--- src/rtl/el_scan_out.sv ---
// el_scan_out: frame-buffer reader and EL panel driver.
// Scans the shared frame RAM in raster order, reads one byte (4 pixels,
// two bit-planes) per active clock, and drives the 4-bit EL panel with
// line/frame strobes. Three grey levels come from frame-rate modulation:
// plane B is always shown, plane A only in frames with phase 0.
// Pipeline: stage 0 counters -> stage 1 RAM data -> stage 2 output flops.
`timescale 1ns/1ps

module el_scan_out #(
    parameter int H_BYTES  = 80,
    parameter int V_LINES  = 240,
    parameter int H_BLANK  = 8,
    parameter int H_SYNC_W = 4,
    parameter int V_BLANK  = 4
) (
    input  logic        pixClk,
    input  logic        nReset,
    input  logic        enable,
    output logic [14:0] rdAddr,
    output logic        rdEn,
    input  logic [7:0]  rdData,
    output logic [3:0]  elData,
    output logic        elDataEn,
    output logic        elHsync,
    output logic        elVsync,
    output logic        frameDone
);

    localparam int H_TOTAL = H_BYTES + H_BLANK;
    localparam int V_TOTAL = V_LINES + V_BLANK;
    localparam int HW      = $clog2(H_TOTAL);
    localparam int VW      = $clog2(V_TOTAL);

    localparam logic [HW-1:0] H_ACT    = HW'(H_BYTES);
    localparam logic [HW-1:0] H_LAST   = HW'(H_TOTAL - 1);
    localparam logic [HW-1:0] HS_START = HW'(H_BYTES + 2);
    localparam logic [HW-1:0] HS_END   = HW'(H_BYTES + 2 + H_SYNC_W);
    localparam logic [HW-1:0] H_ONE    = HW'(1);
    localparam logic [HW-1:0] H_ZERO   = HW'(0);
    localparam logic [VW-1:0] V_ACT    = VW'(V_LINES);
    localparam logic [VW-1:0] V_LAST   = VW'(V_TOTAL - 1);
    localparam logic [VW-1:0] V_ONE    = VW'(1);
    localparam logic [VW-1:0] V_ZERO   = VW'(0);

    localparam logic [0:0] ST_IDLE = 1'b0;
    localparam logic [0:0] ST_SCAN = 1'b1;

    // Grey mapping: high plane always lit, low plane only on phase-0 frames.
    function automatic logic [3:0] grey_level(input logic [7:0] data, input logic phase_zero);
        return data[7:4] | (data[3:0] & {4{phase_zero}});
    endfunction

    // Stage 0: scan position and control
    logic [0:0]    state_q,   state_d;
    logic [HW-1:0] h_cnt_q,   h_cnt_d;
    logic [VW-1:0] v_cnt_q,   v_cnt_d;
    logic [14:0]   addr_q,    addr_d;
    logic [1:0]    phase_q,   phase_d;
    logic          rd_en_q,   rd_en_d;
    logic [14:0]   rd_addr_q, rd_addr_d;

    // Stage 1: strobes travelling alongside the RAM access
    logic de1_q, de1_d;
    logic hs1_q, hs1_d;
    logic vs1_q, vs1_d;
    logic fd1_q, fd1_d;
    logic ph0_1_q, ph0_1_d;

    // Stage 2: panel outputs
    logic [3:0] el_data_q, el_data_d;
    logic       el_de_q,   el_de_d;
    logic       el_hs_q,   el_hs_d;
    logic       el_vs_q,   el_vs_d;
    logic       frame_done_q, frame_done_d;

    logic scan_s;
    logic active_s;
    logic last_pos_s;
    logic hsync0_s;
    logic vsync0_s;

    // Decode the current scan position into stage-0 qualifiers and strobes
    always_comb begin
        scan_s     = (state_q == ST_SCAN);
        active_s   = scan_s && (h_cnt_q < H_ACT) && (v_cnt_q < V_ACT);
        last_pos_s = scan_s && (h_cnt_q == H_LAST) && (v_cnt_q == V_LAST);
        hsync0_s   = scan_s && (h_cnt_q >= HS_START) && (h_cnt_q < HS_END);
        vsync0_s   = scan_s && (v_cnt_q == V_ZERO);
    end

    // FSM, raster counters, running read address and frame phase
    always_comb begin
        state_d = state_q;
        h_cnt_d = h_cnt_q;
        v_cnt_d = v_cnt_q;
        addr_d  = addr_q;
        phase_d = phase_q;
        case (state_q)
            ST_IDLE: begin
                h_cnt_d = H_ZERO;
                v_cnt_d = V_ZERO;
                addr_d  = 15'd0;
                if (enable) begin
                    state_d = ST_SCAN;
                end else begin
                    state_d = ST_IDLE;
                end
            end
            ST_SCAN: begin
                if (last_pos_s) begin
                    // Frame boundary: rewind and decide whether to keep going
                    h_cnt_d = H_ZERO;
                    v_cnt_d = V_ZERO;
                    addr_d  = 15'd0;
                    if (phase_q == 2'd2) begin
                        phase_d = 2'd0;
                    end else begin
                        phase_d = phase_q + 2'd1;
                    end
                    if (enable) begin
                        state_d = ST_SCAN;
                    end else begin
                        state_d = ST_IDLE;
                    end
                end else begin
                    if (h_cnt_q == H_LAST) begin
                        h_cnt_d = H_ZERO;
                        v_cnt_d = v_cnt_q + V_ONE;
                    end else begin
                        h_cnt_d = h_cnt_q + H_ONE;
                    end
                    // Address advances by one per read; no line*width multiply
                    if (active_s) begin
                        addr_d = addr_q + 15'd1;
                    end else begin
                        addr_d = addr_q;
                    end
                end
            end
            default: begin
                state_d = ST_IDLE;
                h_cnt_d = H_ZERO;
                v_cnt_d = V_ZERO;
                addr_d  = 15'd0;
                phase_d = 2'd0;
            end
        endcase

        // Read port is registered from the next position so rdEn/rdAddr
        // describe the same cycle as the counters (stage 0).
        rd_en_d = (state_d == ST_SCAN) && (h_cnt_d < H_ACT) && (v_cnt_d < V_ACT);
        if (rd_en_d) begin
            rd_addr_d = addr_d;
        end else begin
            rd_addr_d = rd_addr_q;
        end
    end

    // Two-stage delay of strobes plus grey mapping of the returned RAM byte
    always_comb begin
        de1_d   = rd_en_q;
        hs1_d   = hsync0_s;
        vs1_d   = vsync0_s;
        fd1_d   = last_pos_s;
        ph0_1_d = (phase_q == 2'd0);

        el_de_d      = de1_q;
        el_hs_d      = hs1_q;
        el_vs_d      = vs1_q;
        frame_done_d = fd1_q;
        if (de1_q) begin
            el_data_d = grey_level(rdData, ph0_1_q);
        end else begin
            el_data_d = 4'h0;
        end
    end

    // All state registers; reset clears counters, read port and pipeline
    always_ff @(posedge pixClk or negedge nReset) begin
        if (!nReset) begin
            state_q      <= ST_IDLE;
            h_cnt_q      <= H_ZERO;
            v_cnt_q      <= V_ZERO;
            addr_q       <= 15'd0;
            phase_q      <= 2'd0;
            rd_en_q      <= 1'b0;
            rd_addr_q    <= 15'd0;
            de1_q        <= 1'b0;
            hs1_q        <= 1'b0;
            vs1_q        <= 1'b0;
            fd1_q        <= 1'b0;
            ph0_1_q      <= 1'b0;
            el_data_q    <= 4'h0;
            el_de_q      <= 1'b0;
            el_hs_q      <= 1'b0;
            el_vs_q      <= 1'b0;
            frame_done_q <= 1'b0;
        end else begin
            state_q      <= state_d;
            h_cnt_q      <= h_cnt_d;
            v_cnt_q      <= v_cnt_d;
            addr_q       <= addr_d;
            phase_q      <= phase_d;
            rd_en_q      <= rd_en_d;
            rd_addr_q    <= rd_addr_d;
            de1_q        <= de1_d;
            hs1_q        <= hs1_d;
            vs1_q        <= vs1_d;
            fd1_q        <= fd1_d;
            ph0_1_q      <= ph0_1_d;
            el_data_q    <= el_data_d;
            el_de_q      <= el_de_d;
            el_hs_q      <= el_hs_d;
            el_vs_q      <= el_vs_d;
            frame_done_q <= frame_done_d;
        end
    end

    assign rdAddr    = rd_addr_q;
    assign rdEn      = rd_en_q;
    assign elData    = el_data_q;
    assign elDataEn  = el_de_q;
    assign elHsync   = el_hs_q;
    assign elVsync   = el_vs_q;
    assign frameDone = frame_done_q;

endmodule

--- config.mk ---
export PLATFORM = sky130hd
export DESIGN_NAME = el_scan_out
export DESIGN_NICKNAME = d
export VERILOG_FILES = /design/src/rtl/el_scan_out.sv
export SDC_FILE = /design/constraint.sdc
export NUM_CORES = 1
export LEC_CHECK = 0
export CAP_MARGIN = 15
export CELL_PAD_IN_SITES_DETAIL_PLACEMENT = 2
export CELL_PAD_IN_SITES_GLOBAL_PLACEMENT = 2
export CORE_ASPECT_RATIO = 1.75
export CORE_UTILIZATION = 44
export DETAILED_ROUTE_END_ITERATION = 12
export DONT_BUFFER_PORTS = 1
export HOLD_SLACK_MARGIN = 0.15
export PLACE_DENSITY = 0.82
export SKIP_CTS_REPAIR_TIMING = 1
export SLEW_MARGIN = 0
export SYNTH_ARGS = -nofsm -noshare
export SYNTH_HDL_FRONTEND = slang
export SYNTH_SLANG_ARGS = --single-unit
export TNS_END_PERCENT = 30
--- constraint.sdc ---
create_clock -name pixClk -period 7.84 [get_ports pixClk]
set_input_delay 1.568 -clock pixClk [delete_from_list [all_inputs] [get_ports pixClk]]
set_output_delay 1.568 -clock pixClk [all_outputs]
set_load 0.01 [all_outputs]
Yosys cells after proc, flatten, opt, wreduce, memory -nomap -nowiden
Cells that the tools add are included.
- word-level logic and storage cells: 59
- bits in registers: 62
- bits of input ports: 11
- output and inout port bits: 24
- multiplexer cells: 14
- reduce and logical (&&, ||, !) cells: 12
- equal/unequal tests: 3
- magnitude comparators: 6
- bitwise operators: 3
- $add $sub $neg: 4
- operators by type and width (kind ; number):
    15-bit two-way mux ; 2
    15-bit case mux with 2 select lines ; 1
    7-bit < comparator (second input constant) ; 3
    8-bit < comparator (second input constant) ; 2
    8-bit two-way mux ; 2
    8-bit case mux with 2 select lines ; 1
    15-bit by 1-bit adder with 15-bit output (second input constant) ; 1
    7-bit two-way mux ; 2
    7-bit case mux with 2 select lines ; 1
    1-bit logical AND ; 9
    8-bit by 1-bit adder with 8-bit output (second input constant) ; 1
    8-bit == test (second input constant) ; 1
    8-bit zero test ; 1
    7-bit by 1-bit adder with 7-bit output (second input constant) ; 1
    7-bit == test (second input constant) ; 1
    7-bit greater-or-equal comparator (second input constant) ; 1
    4-bit AND ; 1
    4-bit two-way mux ; 1
    4-bit OR ; 1
    2-bit by 1-bit adder with 2-bit output (second input constant) ; 1
    2-bit == test (second input constant) ; 1
    2-bit zero test ; 1
    1-bit two-way mux ; 2
    2-bit two-way mux ; 1
    other kinds (3) ; 3

Logic depth before layout (Yosys ltp)
- depth in word-level cells: 8
- mapped depth: 10

Worst setup path before layout
Ideal clock, no wire load.
- path kind: input port to flip-flop
- start point: in enable
- end point: reg rd_addr_q[10], in the netlist rdAddr[10]
- arrival time: 2.451 ns
- buffers on the path: 2
- setup slack: 5.264 ns
- library setup time: 0.125 ns
- stages: 6
- cells stage by stage: nand2b_1 o31a_1 o21a_1 buf_6 buf_12 mux2_4
- cells in the longest elaborated chain, start to end: 5
- RTL lines (what ; line ; source):
    start: declaration ; 18 ; input logic enable,
    1-bit two-way mux * ; 103, 120 ;
    1-bit two-way mux ; 110 ; if (last_pos_s) begin
    1-bit case mux with 2 select lines * ; 98 ; case (state_q)
    1-bit logical AND * (2 in a row) ; 151 ; rd_en_d = (state_d == ST_SCAN) && (h_cnt_d < H_ACT) && (v_cnt_d < V_ACT);
    named net rd_en_d ; 59 ; logic rd_en_q, rd_en_d;
    end signal: assignment ; 205 ; rd_addr_q <= rd_addr_d;
    end: declaration ; 60 ; logic [14:0] rd_addr_q, rd_addr_d;
Mark *: on every way through the listed nets, which the timed path passes. The rest lies on a longest branch.
A chain may end at the register's enable or synchronous reset.

Worst setup path in the final report
- start point: reg v_cnt_q[1]
- end point: reg rd_addr_q[1], in the netlist rdAddr[1]
- cells in the longest elaborated chain, start to end: 7
- elaborated cells between the ends (all ways): 19
- classes of those cells: add/sub (1); order compare (3); eq/ne (1); mux (10); reduce/logical (4)
- RTL lines (what ; line ; source):
    start: declaration ; 56 ; logic [VW-1:0] v_cnt_q, v_cnt_d;
    start signal: assignment ; 201 ; v_cnt_q <= v_cnt_d;
    branches (longest 7 deep; another with 8-bit by 1-bit adder with 8-bit output) ; n/a ;
Several ways; the timed one is not identified.

==> impl_metrics.yaml <==
run_status:
  outcome: "finished, final reports clean"
drt:
  route.detailed.drc: 0
  first_pass_iters: 3
  wl_per_cell_microns: 19.3
  postRouteAntennaNets: 0
  dr.first_iter.drc_count: 58
  wl_mm: 6.60
  vias: 1927
  viasPerCell: 5.63
sta:
  fmax_mhz: 316
  hold_violations: 0
  slew_viol_final: 0
  setup_violations: 0
  post-route-min-period_ns: 3.17
  rsz0062_at_grt: "false"
  hold_ws_ns: 0.350
  tns_ns: 0
  worst_pin_slew_ns: 0.867
  finalWorstSetupSlack_ns: 4.67
  slew_headroom_pct: 42.2
  clock_skew_ns: 0.00657
  finalCritPeriodShare_pct: 40.4
placed_design:
  dp_hpwl_mm: 4.65
  gp_congestion: 0.815
  post-place-ws_ns: 4.63
  numPortBuffers: 0
hold_path:
  holdCritPathClass: "reg -> reg"
  worst_hold_path.num_cells: 0
global_route:
  antenna_found_initial: 0
  grt_pass1_vias: 2191
  grt_overflow: 0
  track_usage_pct: 22.2
  grt_max_degree: 63
  grt_pass1_wl_mm: 11.0
floorplan:
  pin_count: 35
  die_w_microns: 62.9
  initial_core_util_pct: 45.8
  design.core.area_sq_um: 6230
  die-height_microns: 109
  num_rows: 38
  dieArea_sq_um: 6830
final_layout:
  final_layout_size_suffix_gt1_share_pct: 12.6
  final_util_pct: 48.9
  fillers: 636
  nets: 272
  area_growth_pct: 6.57
  antennaDiodeCount: 0
pwr:
  leakagePower_nw: 1.35
  peakVddDrop_uv: 141
  powerDensity_nw_per_um2: 195
worst_setup_path:
  slowest_stage: "a41o_1"
  r2r_cells: 6
  arrival_ns: 3.40
  critPathKind: "reg -> reg"
  cp.required_ns: 8.07
  endpoint_kind: "flop"
  path_cells: "ha_1, nor3b_1, a41o_1, nand2b_1, o21a_1, mux2_2"
  start_kind: "flop"
  slowest_delay_ns: 0.72
  critPathMaxFanout: 21
clocking:
  cts_sinks: 62
  cts_root_buf: "clkbuf_8"
  clkTransAtPathRegs_ns: 0.07
  clkLatencyLatePin_ns: 0.35
  cts_made_buffers: 9
  htreeDepth: 3
  cts_tree: "done"
  clock_path_buffers: 2
yosys:
  yosys-top-cells-count: "dfrtp_1 (62), nor2_1 (26), nand2_1 (17)"
  syn_area_per_cell_sq_um: 11.0
  synthTopCellsByArea: "dfrtp_1 (54%), mux2_4 (4.7%), xnor2_1 (4.3%)"
  ys_warn_count: 0
  yosys_register_bits: 62
  synthCells: 260
  netlist_area_sq_um: 2860
  seq_area_frac_synth_pct: 54.3
  syn_nets: 275
  synth_enable_flop_cells: 0
  ys.flop_type: "dfrtp_1"
  yosysTopAreaCell: "dfrtp_1"
  synthArstFlopShare_pct: 100
  synth_top_area_share_pct: 54.3
  synth_most_common_cell: "dfrtp_1"
  synth.distinct_cells: 40
job:
  cap_violations: 0
cell families (layout without fill, tap and decap cells):
group                      count (synthesis)  count (layout)  synth area share (%)
buffers and inverters                     23              25                  4.47
AOI/OAI and AO/OA                         27              27                  5.78
DFF                                       62              62                  54.3
adders and majority gates                  4               4                  1.75
xor gates and xnor gates                  21              21                  6.44
and+or+nand+nor                          105             105                  19.0
muxes                                     18              18                  8.19
path summary, 6_finish.rpt:
check	start	end	slack, ns
min	el_hs_d	elHsync	0.35
max	v_cnt_q[1]	rdAddr[1]	4.67
min reg2reg	el_hs_d	elHsync	0.35
max in group asynchronous	nReset	rdAddr[8]	6.83
min in group asynchronous	nReset	elHsync	0.91
max reg2reg	v_cnt_q[1]	rdAddr[1]	4.67
sequential cells by signal, summed over array words and instances (netlist names):
signal     flops
elDataEn       1
elVsync        1
h_cnt_q        7
elData         4
scan_s         1
v_cnt_q        8
elHsync        1
frameDone      1
fd1_q          1
el_vs_d        1
addr_q        15
de1_q          1
el_hs_d        1
phase_q        2
ph0_1_q        1
rdAddr        15
rdEn           1
report_power, final:
group          switching (mW)  internal [mW]
logic                0.000616       0.000681
clock network           0.124          0.145
registers            0.000994          0.321
total                   0.126          0.466
layout make-up:
class	instances	area, sq um	area share (%)
Tap cell	80	100	3.29
Sequential cell	62	1550	51.0
Clock buffer	11	131	4.32
Inverter	9	33.8	1.11
Clock inverter	5	50.0	1.64
Multi-Input combinational cell	175	1180	38.7
layer usage:
layer | up-vias | routed length [microns] | global-route usage [%]
met5 | - | 0 | 0
met4 | 0 | 127 | 11.5
met3 | 7 | 165 | 6.01
met2 | 25 | 3890 | 41.5
met1 | 997 | 2420 | 21.9
li1 | 898 | - | -
stage by stage:
step | power [mW] | cells | cell area (sq um)
2_1_floorplan | 0.329 | 260 | 2860
3_3_place_gp | 0.329 | 326 | 2860
3_5_place_dp | 0.329 | 326 | 2860
4_1_cts | 0.602 | 342 | 3040
5_1_grt | 0.612 | 342 | 3040
6_report | 0.592 | 342 | 3040
worst max-delay path: cells and delay by family, from the launching register on:
kind / cells / cell delay [ns]
AOI/OAI and AO/OA: 2 / 1.43
and+or+nand+nor: 2 / 0.49
DFF: 1 / 0.44
muxes: 1 / 0.41
adders and majority gates: 1 / 0.28
cell usage in the layout (no fill, tap or decap), types with 6 or more instances in the layout:
| cell type | n |
|---|---|
| clkbuf_8 | 9 |
| nor2_1 | 26 |
| dfrtp_1 | 62 |
| mux2_4 | 9 |
| nand2_1 | 17 |
| nor4_1 | 6 |
| nor3_1 | 10 |
| xnor2_1 | 14 |
| and3_1 | 6 |
| nand3_1 | 13 |
| o21ai_0 | 6 |
| inv_1 | 9 |
| nand4_1 | 9 |
| a21oi_1 | 10 |
| xor2_1 | 7 |
| mux2_2 | 7 |
No activity file was read; power rests on OpenSTA's default activity.
